File: src/rtl/divider_pkg.sv
// Shared definitions for the sequential restoring divider.
package divider_pkg;

  typedef enum logic [1:0] {
    IDLE = 2'd0,
    RUN  = 2'd1,
    DONE = 2'd2
  } state_t;

endpackage

File: src/rtl/divider_if.sv
// Request/result bundle between a divider client (master) and the divider (slave).
interface divider_if #(
  parameter int unsigned WIDTH = 16
) ();

  logic                 start;
  logic [2*WIDTH-1:0]   dividend;
  logic [WIDTH-1:0]     divisor;
  logic                 busy;
  logic                 done;
  logic [WIDTH-1:0]     quotient;
  logic [WIDTH-1:0]     remainder;
  logic                 ovf;
  logic                 dbz;

  modport master (
    output start, dividend, divisor,
    input  busy, done, quotient, remainder, ovf, dbz
  );

  modport slave (
    input  start, dividend, divisor,
    output busy, done, quotient, remainder, ovf, dbz
  );

endinterface

File: src/rtl/divider_step.sv
// One combinational restoring-division step: shift {r,q} left, subtract divisor if it fits.
module divider_step #(
  parameter int unsigned WIDTH = 16
) (
  input  logic [WIDTH:0]   r,
  input  logic [WIDTH-1:0] q,
  input  logic [WIDTH-1:0] divisor,
  output logic [WIDTH:0]   r_next,
  output logic [WIDTH-1:0] q_next
);

  logic [WIDTH:0] shifted;
  logic [WIDTH:0] diff;
  logic           fits;

  // r[WIDTH] is zero under the r < divisor invariant; folding it in keeps the step exact regardless.
  assign shifted = {r[WIDTH-1:0], q[WIDTH-1]};
  assign fits    = r[WIDTH] | (shifted >= {1'b0, divisor});
  assign diff    = shifted - {1'b0, divisor};
  assign r_next  = fits ? diff : shifted;
  assign q_next  = {q[WIDTH-2:0], fits};

endmodule

File: src/rtl/divider.sv
// Sequential restoring divider: 2*WIDTH / WIDTH -> WIDTH quotient and remainder in WIDTH cycles.
module divider
  import divider_pkg::*;
#(
  parameter int unsigned WIDTH = 16
) (
  input  logic     clk,
  input  logic     rst,
  divider_if.slave bus
);

  localparam int unsigned CW = $clog2(WIDTH + 1);

  state_t           state;
  logic [WIDTH:0]   r;
  logic [WIDTH-1:0] q;
  logic [WIDTH-1:0] div_q;
  logic [CW-1:0]    count;
  logic [WIDTH:0]   r_next;
  logic [WIDTH-1:0] q_next;
  logic             accept_c;
  logic             dbz_c;
  logic             ovf_c;

  assign accept_c = bus.start && (state != RUN);
  assign dbz_c    = (bus.divisor == '0);
  assign ovf_c    = (bus.dividend[2*WIDTH-1:WIDTH] >= bus.divisor);

  divider_step #(.WIDTH(WIDTH)) u_step (
    .r       (r),
    .q       (q),
    .divisor (div_q),
    .r_next  (r_next),
    .q_next  (q_next)
  );

  always_ff @(posedge clk or posedge rst) begin
    if (rst) begin
      state         <= IDLE;
      r             <= '0;
      q             <= '0;
      div_q         <= '0;
      count         <= '0;
      bus.busy      <= 1'b0;
      bus.done      <= 1'b0;
      bus.quotient  <= '0;
      bus.remainder <= '0;
      bus.ovf       <= 1'b0;
      bus.dbz       <= 1'b0;
    end else begin
      bus.done <= 1'b0;
      case (state)
        IDLE, DONE: begin
          if (accept_c) begin
            if (ovf_c) begin
              // Quotient cannot fit: saturate and report without iterating.
              state         <= DONE;
              bus.done      <= 1'b1;
              bus.busy      <= 1'b0;
              bus.quotient  <= '1;
              bus.remainder <= '0;
              bus.ovf       <= 1'b1;
              bus.dbz       <= dbz_c;
            end else begin
              state    <= RUN;
              r        <= {1'b0, bus.dividend[2*WIDTH-1:WIDTH]};
              q        <= bus.dividend[WIDTH-1:0];
              div_q    <= bus.divisor;
              count    <= CW'(WIDTH);
              bus.busy <= 1'b1;
              bus.ovf  <= 1'b0;
              bus.dbz  <= 1'b0;
            end
          end else begin
            state <= IDLE;
          end
        end
        RUN: begin
          r     <= r_next;
          q     <= q_next;
          count <= count - CW'(1);
          if (count == CW'(1)) begin
            state         <= DONE;
            bus.busy      <= 1'b0;
            bus.done      <= 1'b1;
            bus.quotient  <= q_next;
            bus.remainder <= r_next[WIDTH-1:0];
          end
        end
        default: state <= IDLE;
      endcase
    end
  end

endmodule

File: src/flat_wrapper.sv
// flat-port wrapper written by rule: the top's interface ports become plain ports
module divider_flat import divider_pkg::*;
#(
  parameter int unsigned WIDTH = 16
)
  (clk, rst, bus_start, bus_dividend, bus_divisor, bus_busy, bus_done, bus_quotient, bus_remainder, bus_ovf, bus_dbz);
  divider_if #(.WIDTH(WIDTH)) bus_i ();
  input  logic clk;
  input  logic rst;
  input wire logic [$bits(bus_i.start)-1:0] bus_start;
  input wire logic [$bits(bus_i.dividend)-1:0] bus_dividend;
  input wire logic [$bits(bus_i.divisor)-1:0] bus_divisor;
  output wire logic [$bits(bus_i.busy)-1:0] bus_busy;
  output wire logic [$bits(bus_i.done)-1:0] bus_done;
  output wire logic [$bits(bus_i.quotient)-1:0] bus_quotient;
  output wire logic [$bits(bus_i.remainder)-1:0] bus_remainder;
  output wire logic [$bits(bus_i.ovf)-1:0] bus_ovf;
  output wire logic [$bits(bus_i.dbz)-1:0] bus_dbz;
  assign bus_i.start = bus_start;
  assign bus_i.dividend = bus_dividend;
  assign bus_i.divisor = bus_divisor;
  assign bus_busy = bus_i.busy;
  assign bus_done = bus_i.done;
  assign bus_quotient = bus_i.quotient;
  assign bus_remainder = bus_i.remainder;
  assign bus_ovf = bus_i.ovf;
  assign bus_dbz = bus_i.dbz;
  divider #(.WIDTH(WIDTH)) u_core (.clk(clk), .rst(rst), .bus(bus_i));
endmodule
File: config.mk
export PLATFORM = sky130hd
export DESIGN_NAME = divider_flat
export DESIGN_NICKNAME = d
export VERILOG_FILES = /design/src/rtl/divider_pkg.sv /design/src/rtl/divider_if.sv /design/src/rtl/divider_step.sv /design/src/rtl/divider.sv /design/src/flat_wrapper.sv
export SDC_FILE = /design/constraint.sdc
export NUM_CORES = 1
export LEC_CHECK = 0
export BUFFER_PORTS_ARGS = -buffer_cell sky130_fd_sc_hd__clkbuf_2
export CAP_MARGIN = 30
export CORE_ASPECT_RATIO = 0.9
export CORE_MARGIN = 5
export CORE_UTILIZATION = 54
export CTS_BUF_LIST = sky130_fd_sc_hd__clkbuf_4 sky130_fd_sc_hd__clkbuf_8
export DETAILED_ROUTE_END_ITERATION = 10
export PLACE_DENSITY = 0.81
export SLEW_MARGIN = 25
export SYNTH_ARGS = -nofsm -noshare
export SYNTH_HDL_FRONTEND = slang
export SYNTH_HIERARCHICAL = 1
export SYNTH_SLANG_ARGS = --single-unit
File: constraint.sdc
create_clock -name clk -period 2.89 [get_ports clk]
set_clock_uncertainty 0.2 [all_clocks]
set_input_delay 0.1445 -clock clk [delete_from_list [all_inputs] [get_ports clk]]
set_output_delay 0.1445 -clock clk [all_outputs]
set_load 0.05 [all_outputs]
* Word-level counts from Yosys, hierarchy flattened *
Cells that the tools add are included.

storage, ports and cells
  memories kept = 0
  logic and storage cells = 66
  ROM bits = 0
  RAM bits = 0
  bits in registers = 92
  input port bits = 51
  bits in latches = 0

cells by class
  shifts and indexed selects = 0
  muxes and demuxes = 31
  bitwise logic cells = 2
  reductions and logical operators = 10
  $lt $le $gt $ge = 2
  multiply operators = 0
  equal/unequal tests = 8
  $add $sub $neg = 2
  divide/modulo/power cells = 0

operator list
  operator             number
  $mux 16              8
  $pmux 16 s2          3
  $mux 17              3
  $pmux 17 s2          1
  $ge 17x16->1         1
  $sub 17x16->17       1
  $ge 16x16->1         1
  $logic_not 16->1     1
  $mux 5               2
  $pmux 5 s2           1
  $reduce_and 3->1     3
  $ne 2x1->1 const B   4
  $mux 1               7
  $mux 2               3
  $eq 5x1->1 const B   1
  $sub 5x1->5 const B  1
  $pmux 1 s2           2
  $pmux 2 s2           1
  $reduce_and 4->1     1
  $eq 2x1->1 const B   1
  $eq 2x2->1 const B   1
  $logic_not 2->1      1
  $ne 2x2->1 const B   1
  $reduce_and 2->1     1
  other kinds (5)      5

* Longest topological paths before layout *
Gate-level depths: netlist of run 1.

  depth after elaboration = 5
  gate-level depth with buffers = 14
  gate-level depth less buffers = 11

* By module *
Netlist of run 1, hierarchy kept.

by module, submodules not included
  module        sequential area each (µm²)  area an instance (µm²)  cells each  times used
  divider       2302.2                      4262.8                  402         1
  divider_step  0.0                         1402.6                  190         1

* Least setup slack after synthesis of run 1 *
Ideal clock, no wire load.

  path type = register -> register
  start = register u_core.r[13]
  end = register u_core.bus.remainder[10]
  slack = 0.034 ns
  path buffers = 3
  cell stages (with the launch flop) = 13
  period minus slack after synthesis = 2.856 ns
  setup time = 0.121 ns
  arrival time = 2.535 ns
  cell sequence = dfrtp_1 ha_1 buf_6 a21o_1 a2111oi_4 o21a_1 o31a_2 buf_6 and2_4 buf_12 inv_8 mux2_4 a22o_1

between the ends
  cells in the longest elaborated chain, start to end = 5

RTL lines
  what                          RTL line            RTL
  start, declared               divider.sv:15       logic [WIDTH:0] r;
  start signal, assigned        divider.sv:66       r <= {1'b0, bus.dividend[2*WIDTH-1:WIDTH]};
  start signal, assigned        divider.sv:79       r <= r_next;
  $ge 17x16->1                  divider_step.sv:18  assign fits = r[WIDTH] | (shifted >= {1'b0, divisor});
  $or 1x1->1                    divider_step.sv:18
  named net u_core.u_step.fits  divider_step.sv:14  logic fits;
  $mux 17                       divider_step.sv:20  assign r_next = fits ? diff : shifted;
  named net u_core.r_next[10]   divider.sv:19       logic [WIDTH:0] r_next;
  $mux 16                       divider.sv:82       if (count == CW'(1)) begin
  $pmux 16 s2                   divider.sv:52       case (state)
  end signal, assigned          divider.sv:87       bus.remainder <= r_next[WIDTH-1:0];
  end, declared                 divider_if.sv:23    output busy, done, quotient, remainder, ovf, dbz

The timed path passes the listed nets, and every way through them passes these cells. The select of a mux whose other input is x is not followed.
A chain may end at the register's enable or synchronous reset.

* Worst setup path in the final report of run 1 *
  start = register u_core.r[13]
  end = register u_core.bus.remainder[8]

between the ends
  cells in the longest elaborated chain, start to end = 5

RTL lines
  what                        RTL line            RTL
  $ge 17x16->1                divider_step.sv:18
  $or 1x1->1                  divider_step.sv:18
  named net u_core.q_next[0]  divider.sv:20       logic [WIDTH-1:0] q_next;
  $mux 17                     divider_step.sv:20
  named net u_core.r_next[8]  divider.sv:19
  $mux 16                     divider.sv:82
  $pmux 16 s2                 divider.sv:52

The timed path passes the listed nets, and every way through them passes these cells. The select of a mux whose other input is x is not followed.

==> results of run 1 <==
worst register-to-register path, stage by stage, from the launching register on:
cell	delay [ns]
dfrtp_1	0.42
ha_1	0.32
a21o_1	0.22
a2111oi_4	0.34
o21a_1	0.18
o31a_2	0.15
and2_4	0.24
inv_8	0.10
mux2_4	0.32
a22o_1	0.22
synthesized netlist by cell type, types with 7 or more instances:
cell type and n:
a21oi_1 34, a22o_1 17, a31oi_1 17, buf_2 8, buf_4 18, clkbuf_1 18, dfrtp_1 92, ha_1 34
inv_1 39, mux2_2 16, mux2_4 7, nand2_1 55, nand3_1 31, nor2_1 38, nor3_1 7, o211ai_1 16
o21ai_0 33, o32a_1 16
what timing repair did:
| item | 4_1_cts | 5_1_grt |
|---|---|---|
| setup buffers | 0 | 0 |
| setup endpoints to repair | 0 | 66 |
| resized for setup | 0 | 9 |
| hold buffers | 49 | 0 |
| hold endpoints to repair | 77 | 0 |
through the flow:
stage                     hold slack [ns]  total power, uW  cell area [sq um]  setup slack [ns]  utilization [%]
final                              0.0916             9660               6860            0.0576             66.9
after global placement            -0.0111             8290               6120             0.165             59.7
after floorplan                    0.0950             7210               5670            0.0342                -
after global routing                0.108            10300               6860          -0.00797             66.9
after CTS                          0.0747             9470               6820            0.0371             66.6
after detailed placement         -0.00705             8440               6120             0.119             59.7
sequential cells by signal, summed over array words and instances (netlist names):
register	cells
u_core/bus.quotient	16
u_core/state	2
u_core/r	17
u_core/bus.busy	1
u_core/bus.ovf	1
u_core/div_q	16
u_core/bus.remainder	16
u_core/bus.done	1
u_core/count	5
u_core/bus.dbz	1
u_core/q	16
layout by cell type (no fill, tap or decap), types with 4 or more instances in the layout:
cell type / n
nand2_1: 55
o21a_1: 4
nand4_1: 4
dfrtp_1: 92
o32a_1: 16
nor2b_1: 5
mux2_4: 7
xnor2_1: 4
mux2_2: 16
clkbuf_8: 10
inv_1: 38
a22o_1: 17
nor4_1: 6
o211ai_1: 16
nand3_1: 31
o31ai_1: 4
mux2i_1: 4
nor3_1: 6
a31oi_1: 17
nor2_1: 36
xor2_1: 6
a21oi_1: 34
o21ai_0: 31
a21o_1: 5
buf_4: 17
clkbuf_2: 86
nand2b_1: 4
ha_1: 31
and4_1: 5
dlygate4sd3_1: 49
cell families after synthesis:
| family | Yosys count | share of synthesized area, % |
|---|---|---|
| AOI/OAI and AO/OA | 169 | 21.3 |
| xor gates and xnor gates | 10 | 1.55 |
| adders and majority gates | 35 | 7.86 |
| buffers and inverters | 91 | 8.52 |
| DFF | 92 | 40.6 |
| muxes | 27 | 5.74 |
| and+or+nand+nor | 168 | 14.4 |
metal layers:
layer  wire length, um  GRT usage [%]
met3              1310           5.64
met4               261           6.72
met2              7980           44.4
met5                 0              0
met1              7090           36.6
final timing paths:
path | end
hold / removal | u_core/bus.dbz
max in group asynchronous | u_core/div_q[6]
setup / recovery | u_core/bus.remainder[8]
min in group asynchronous | u_core/div_q[13]
hold reg to reg | u_core/bus.remainder[7]
setup reg to reg | u_core/bus.remainder[8]
layout make-up:
type	count	area [sq um]
flip-flops and latches	92	2300
inverters	41	165
multi-input cells	409	2930
fillers	793	3390
clock buffers	10	138
clock inverters	6	75.1
well taps	129	161
repair buffers	154	1090
power breakdown:
group	leakage [uW]	switching, uW	internal, uW	total [uW]
combinational	0.00198	3840	2460	6310
clock	0.000106	518	439	958
sequential	0.00108	477	1920	2400
total	0.00317	4840	4820	9660
==> results.toml, run 1 <==
[yosys]
avgSynthCellArea_sq_um = 9.57
synth_top_cell_by_area = "dfrtp_1"
synth_area_leaders = "dfrtp_1 (41%), ha_1 (7.5%), nand2_1 (3.6%)"
ys_seq_area_share_pct = 40.6
synth_cell_type_count = 63
ys_warn_count = 6
yosysTopAreaCellShare_pct = 40.6
synth_edf_count = 0
synth_seq_cells = 92
syn-cell-area_sq_um = 5670
syn_inst = 592
synth_ff_type = "dfrtp_1"
synth_nets = 678
async_reset_ff_share_pct = 100

[global_route]
overflow = 0
track_usage_pct = 27.0
antenna_found_initial = 0
grt_max_degree = 65
grt_pass1_wl_mm = 27.4
grt_pass1_vias = 5160

[drt]
wl_mm = 16.6
first_pass_iters = 6
drt_iter0_markers = 594
vias_per_cell = 6.22
drc = 0
ant_nets = 0
vias = 5233
routedWlPerCell_um = 19.8

[clock_tree]
cts_made_buffers = 9
h-tree-depth = 3
cts_tree = "built"
clock_path_buffers = 2
cts-root-buf = "clkbuf_8"
clock_latency_ns = 0.38
clkTransAtPathRegs_ns = 0.11
clock_sinks = 92

[pwr]
p_leak_uw = 0.00317
p_per_area_nw_per_um2 = 1410
ir_worst_vdd_v = 0.000722

[setup_path]
reg2reg_from = "u_core/r[13]"
startpoint = "u_core/r[13]"
crit_path_end_kind = "flip-flop"
r2r_cells = 9
crit_buf_inv = 1
r2r_slack_ns = 0.06
cp-start-kind = "flip-flop"
cp_cell_sequence = "ha_1, a21o_1, a2111oi_4, o21a_1, o31a_2, and2_4, inv_8, mux2_4, a22o_1"
cpPeakStageDelay_ns = 0.42
critPathRequiredTime_ns = 2.95
crit_cells = 9
crit_type = "flip-flop to flip-flop"
cp_max_fo = 10
slowest_stage = "dfrtp_1"
arrival_ns = 2.89
critPathTopFamily = "compound AO/OA/AOI/OAI gates"

[timing]
finalSetupViolations = 0
fin_crit_ns = 2.83
maxSlewHeadroom_pct = 41.7
period_share_pct = 98.0
rsz0062_at_grt = "yes"
worst_pin_slew_ns = 0.867
hold_viol = 0
drv_slew = 0
max_clock_freq_mhz = 353
setup_tns_ns = 0

[final_layout]
nets = 793
area_delta_synth_final_pct = 21.0
layout-drive-gt1-share_pct = 24.4
layout.cells.non_filler = 841
antenna_cells = 0

[floorplanning]
dieArea_sq_um = 12600
pin_count = 87
start_util_pct = 55.3
fp.dieW_um = 118
row_count = 35
core-area_sq_um = 10200
fp.dieH_um = 107

[placement]
gp_congestion = 0.944
io_buffers = 86
dp_hpwl_mm = 11.3
dpl.cell_count = 776

[min_path]
min_from = "bus_start"
hold_path.class = "primary input to flip-flop"
hold_depth = 5

[outcome]
status = "finished, final reports clean"

[run]
maxCapViolations = 0
Note: power is estimated with default switching activity, not from simulation.
==> inputs of run 2 (changes only) <==
--- a/config.mk
+++ b/config.mk
@@ -6,12 +6,12 @@
 export NUM_CORES = 1
 export LEC_CHECK = 0
 export BUFFER_PORTS_ARGS = -buffer_cell sky130_fd_sc_hd__clkbuf_2
-export CAP_MARGIN = 30
+export CAP_MARGIN = 20
 export CORE_ASPECT_RATIO = 0.9
-export CORE_MARGIN = 5
 export CORE_UTILIZATION = 54
 export CTS_BUF_LIST = sky130_fd_sc_hd__clkbuf_4 sky130_fd_sc_hd__clkbuf_8
 export DETAILED_ROUTE_END_ITERATION = 10
+export GPL_TIMING_DRIVEN = 0
 export PLACE_DENSITY = 0.81
 export SLEW_MARGIN = 25
 export SYNTH_ARGS = -nofsm -noshare
==> run 2 against run 1 <==
Against the previous run: power is 6.4% higher; global-route usage rose by 5.0 points; setup slack worse by 0.12 ns; highest routed layer unchanged; final cell count grew 4.8%; register-to-register slack worse by 0.12 ns; the run now ends with setup timing left; wire length rose by 2.5%; sequential share of layout area fell by 1.5 points.
==> results.toml, run 2 (synthesis results as in run 1) <==
[global_route]
grt_max_degree = 48
overflow = 0
antenna_found_initial = 0
grt_pass1_wl_mm = 26.2
grt_pass1_vias = 5145
track_usage_pct = 32.0

[pwr]
p_sw_share_pct = 49.3
power_frac_seq_pct = 22.9
comb_power_share_pct = 68.0
clkPwrFrac_pct = 9.2
p_int_uw = 5210
p_leak_uw = 0.00333
p_switching_uw = 5070
p_per_area_nw_per_um2 = 1430
ir_worst_vdd_v = 0.000762

[placement]
gp_congestion = 0.957
dp_hpwl_mm = 11.7
postPlaceCellArea_sq_um = 6290
dpl_worst_slack_ns = -0.287
io_buffers = 86

[drt]
dr.max_layer_used = "met4"
drt_iter0_markers = 447
vias_per_cell = 6.13
drc = 0
met1Wirelength_mm = 7.07
wl_met2_mm = 8.15
routedWlPerCell_um = 19.4
wl_met3_mm = 1.49
wl_mm = 17.1
first_pass_iters = 5
ant_nets = 0
vias = 5399

[setup_path]
slowest_stage = "dfrtp_1"
crit_type = "flip-flop to flip-flop"
critPathRequiredTime_ns = 2.96
cp_cell_sequence = "ha_1, o21ai_0, a21oi_1, o31a_2, o21ai_4, and2_4, buf_12, inv_12, mux2_4, a22o_1"
arrival_ns = 3.01
cpPeakStageDelay_ns = 0.43
cp-start-kind = "flip-flop"
crit_buf_inv = 2
crit_path_end_kind = "flip-flop"
critPathTopFamily = "compound AO/OA/AOI/OAI gates"
cp_max_fo = 9
r2r_slack_ns = -0.06

[floorplanning]
dieArea_sq_um = 10900
core-area_sq_um = 10200
pin_count = 87
row_count = 35
start_util_pct = 55.5
fp.dieH_um = 99.2
fp.dieW_um = 110

[timing]
finalSetupViolations = 14
fin_crit_ns = 2.95
hold_viol = 0
worst_pin_slew_ns = 0.912
rsz0062_at_grt = "yes"
maxSlewHeadroom_pct = 38.6
setup_tns_ns = -0.427
timing.final.ws_setup_ns = -0.0575
drv_slew = 0
max_clock_freq_mhz = 339
period_share_pct = 102

[final_layout]
nFillCells = 736
layout-drive-gt1-share_pct = 26.9
nets = 833
area_delta_synth_final_pct = 26.8
mostFrequentLayoutCell = "dfrtp_1"
largest_register_ffs = 17
fin_area_sq_um = 7180
fin_util_pct = 70.4
antenna_cells = 0
most-common-layout-cells = "dfrtp_1 (92), clkbuf_2 (86), nand2_1 (54)"
regMostFlops = "u_core/r"

[clock_tree]
clkTransAtPathRegs_ns = 0.09
clock_latency_ns = 0.37
cts-root-buf = "clkbuf_8"
clock_sinks = 92
h-tree-depth = 3
cts_made_buffers = 9
cts_tree = "built"
clock_path_buffers = 2

[outcome]
status = "finished, violations left"
violations = "setup timing"

[run]
maxCapViolations = 0

[min_path]
hold_path.class = "primary input to flip-flop"
## run 2: cell count changes in the layout (fill, tap and decap cells not counted), sizes merged
cell / delta
clkbuf: +20
inv: -2
buf: +22
## run 2: final timing paths
path	to	cells after the start	startpoint
worst max-delay path	u_core/bus.remainder[8]	10	u_core/r[1]
worst min register to register	u_core/bus.busy	2	u_core/bus.busy
worst min-delay path	u_core/bus.dbz	4	bus_divisor[14]
worst max register to register	u_core/bus.remainder[8]	10	u_core/r[1]
min in group asynchronous	u_core/count[4]	3	rst
max in group asynchronous	u_core/r[3]	4	rst
## run 2: timing repair
| action | CTS | global route |
|---|---|---|
| endpoints found under the hold margin | 141 | 0 |
| hold buffers | 49 | 0 |
| endpoints found under the setup margin | 33 | 74 |
| resized for setup | 7 | 19 |
| setup buffers | 5 | 3 |
| pin swaps | 5 | 9 |
## run 2: cell type report
class	count	area, sq um	area share (%)
well taps	129	161	2.25
flip-flops and latches	92	2300	32.1
clock buffers	12	159	2.21
clock inverters	4	55.1	0.766
plain buffers	50	322	4.48
repair buffers	144	1020	14.2
inverters	41	174	2.42
multi-input cells	409	2990	41.6
## run 2: power groups by stage
stage | logic, uW | clock network [uW] | registers, uW
after floorplan | 4170 | 0 | 3040
after global placement | 6160 | 0 | 2330
after global routing | 7430 | 992 | 2430
final | 6990 | 942 | 2350
after detailed placement | 6330 | 0 | 2360
after CTS | 6570 | 952 | 2340
## run 2: metrics by stage
| stage | hold slack, ns | power [uW] | instances |
|---|---|---|---|
| after floorplan | 0.0950 | 7210 | 592 |
| after global placement | 0.213 | 8490 | 807 |
| after detailed placement | -0.00654 | 8690 | 808 |
| after CTS | 0.00251 | 9860 | 878 |
| after global routing | 0.0524 | 10800 | 881 |
| final | 0.0335 | 10300 | 881 |
## run 2: metal layers
layer / global-route usage [%] / up-vias
met5: 0 / -
met4: 9.64 / 0
met3: 6.88 / 29
met2: 51.8 / 276
met1: 43.0 / 2645
li1: - / 2449
## run 2: tightest hold or removal path, delay by kind of cell
kind / cells / cell delay (ns)
AOI/OAI and AO/OA: 1 / 0.08
buffers and inverters: 1 / 0.10
and+or+nand+nor: 2 / 0.24
==> inputs of run 3 (changes only) <==
==> constraint.sdc (replaced) <==
create_clock -name clk -period 2.5 [get_ports clk]
set_clock_uncertainty 0.2 [all_clocks]
set_input_delay 0.125 -clock clk [delete_from_list [all_inputs] [get_ports clk]]
set_output_delay 0.125 -clock clk [all_outputs]
set_load 0.05 [all_outputs]
==> run 3 against run 2 <==
Against the previous run: the run still ends with setup timing left; register-to-register slack worse by 0.22 ns; largest cell class unchanged; setup slack worse by 0.22 ns; sequential share of layout area down 1.7 points; final area increased by 5.7%.
==> results.toml, run 3 (synthesis results as in run 1) <==
[drt]
ant_nets = 0
wl_mm = 17.9
first_pass_iters = 5
drt_iter0_markers = 402
vias_per_cell = 6.08
drc = 0
vias = 5512
routedWlPerCell_um = 19.7

[setup_path]
r2r_cells = 10
critPathRequiredTime_ns = 2.55
arrival_ns = 2.84
cp_max_fo = 3
cp-start-kind = "flip-flop"
crit_path_end_kind = "flip-flop"
crit_type = "flip-flop to flip-flop"

[placement]
dpl.cell_count = 810
dp_hpwl_mm = 11.9
dpl_worst_slack_ns = -0.719
gp_congestion = 0.963
io_buffers = 86

[clock_tree]
cts_tree = "built"
clock_sinks = 92
clock_path_buffers = 2
cts_made_buffers = 9
h-tree-depth = 3
clkTransAtPathRegs_ns = 0.09
cts-root-buf = "clkbuf_8"
clock_latency_ns = 0.36

[timing]
hold_viol = 0
maxSlewHeadroom_pct = 52.6
period_share_pct = 111
fin_crit_ns = 2.78
finalSetupViolations = 33
setup_tns_ns = -6.29
drv_slew = 0
timing.final.ws_setup_ns = -0.282
max_clock_freq_mhz = 359
rsz0062_at_grt = "yes"
worst_pin_slew_ns = 0.710

[floorplanning]
start_util_pct = 55.5
fp.dieW_um = 110
fp.dieH_um = 99.2
core-area_sq_um = 10200
pin_count = 87
row_count = 35
dieArea_sq_um = 10900

[global_route]
overflow = 0
grt_use_met1_pct = 45.6
grtUsageMet2_pct = 51.9
use_met3_pct = 6.03
antenna_found_initial = 0
grt_max_degree = 31
track_usage_pct = 33.2
grt_pass1_vias = 5346
grt_busiest_layer = "met2"
grt_pass1_wl_mm = 27.3

[final_layout]
layout.cells.non_filler = 906
layout-drive-gt1-share_pct = 32.8
most-common-layout-cells = "dfrtp_1 (90), clkbuf_2 (87), nand2_1 (54)"
nFillCells = 702
nets = 858
antenna_cells = 0
regMostFlops = "u_core/r"
area_delta_synth_final_pct = 34.1
mostFrequentLayoutCell = "dfrtp_1"
largest_register_ffs = 17
regArea_sq_um = 2300
multi_input_area_sq_um = 3210

[run]
maxCapViolations = 0

[min_path]
hold_path.class = "primary input to async pin"

[outcome]
violations = "setup timing"
status = "finished, violations left"
-- run 3: cell count changes in the layout (fill, tap and decap cells not counted), moves of 3 or more --
| cell | change |
|---|---|
| o21ai_2 | +5 |
| buf_4 | +20 |
| ha_4 | +11 |
| ha_1 | -9 |
| o31ai_4 | +3 |
| o31ai_1 | -3 |
| buf_6 | +3 |
| o21ai_0 | -4 |
-- run 3: critical path, stage by stage, from the launching register on --
cell and delay, ns:
dfrtp_1 0.43, inv_1 0.08, ha_1 0.19, fa_2 0.26
nor2b_4 0.06, o2111ai_1 0.24, nand3_1 0.22, a31o_2 0.33
mux2i_2 0.17, mux2_4 0.28, a22o_1 0.21
-- run 3: metrics by stage --
step	hold slack (ns)	cell area [sq um]	utilization, %
3_3_place_gp	0.199	6270	61.4
5_1_grt	0.141	7600	74.4
2_1_floorplan	0.0755	5670	-
6_report	0.101	7600	74.4
4_1_cts	0.0913	7330	71.9
3_5_place_dp	-0.0657	6330	62.1
-- run 3: cell type report --
cell class,instances,share of cell area (%)
Buffer,47,3.82
Clock buffer,12,2.01
Clock inverter,4,0.445
Inverter,41,2.27
Multi-Input combinational cell,409,42.3
Sequential cell,92,30.3
Tap cell,129,2.12
Timing Repair Buffer,172,16.7
-- run 3: worst paths after layout --
kind                                         from                        to  slack, ns
min                                           rst           u_core/count[4]       0.10
min in group clk                        bus_start           u_core/count[3]       0.22
max reg2reg                          u_core/q[15]  u_core/bus.remainder[14]      -0.28
max in group asynchronous                     rst           u_core/div_q[3]       1.33
max                                  u_core/q[15]  u_core/bus.remainder[14]      -0.28
min reg2reg                u_core/bus.quotient[2]    u_core/bus.quotient[2]       0.31
-- run 3: routing by layer --
layer | routed length, um | vias to the layer above
met2 | 8440 | 285
li1 | - | 2497
met5 | 0 | -
met1 | 7480 | 2681
met3 | 1330 | 49
met4 | 609 | 0
-- run 3: repair_timing --
action / 4_1_cts / 5_1_grt
hold buffers: 49 / 0
gates resized for setup: 39 / 37
pin swaps: 13 / 22
setup endpoints to repair: 44 / 60
buffers inserted: 17 / 17
hold endpoints to repair: 121 / 0
Power of run 3 is left out: the tool's default activity adds up to more than one toggle a clock period on the data nets, which glitch-free logic cannot reach.
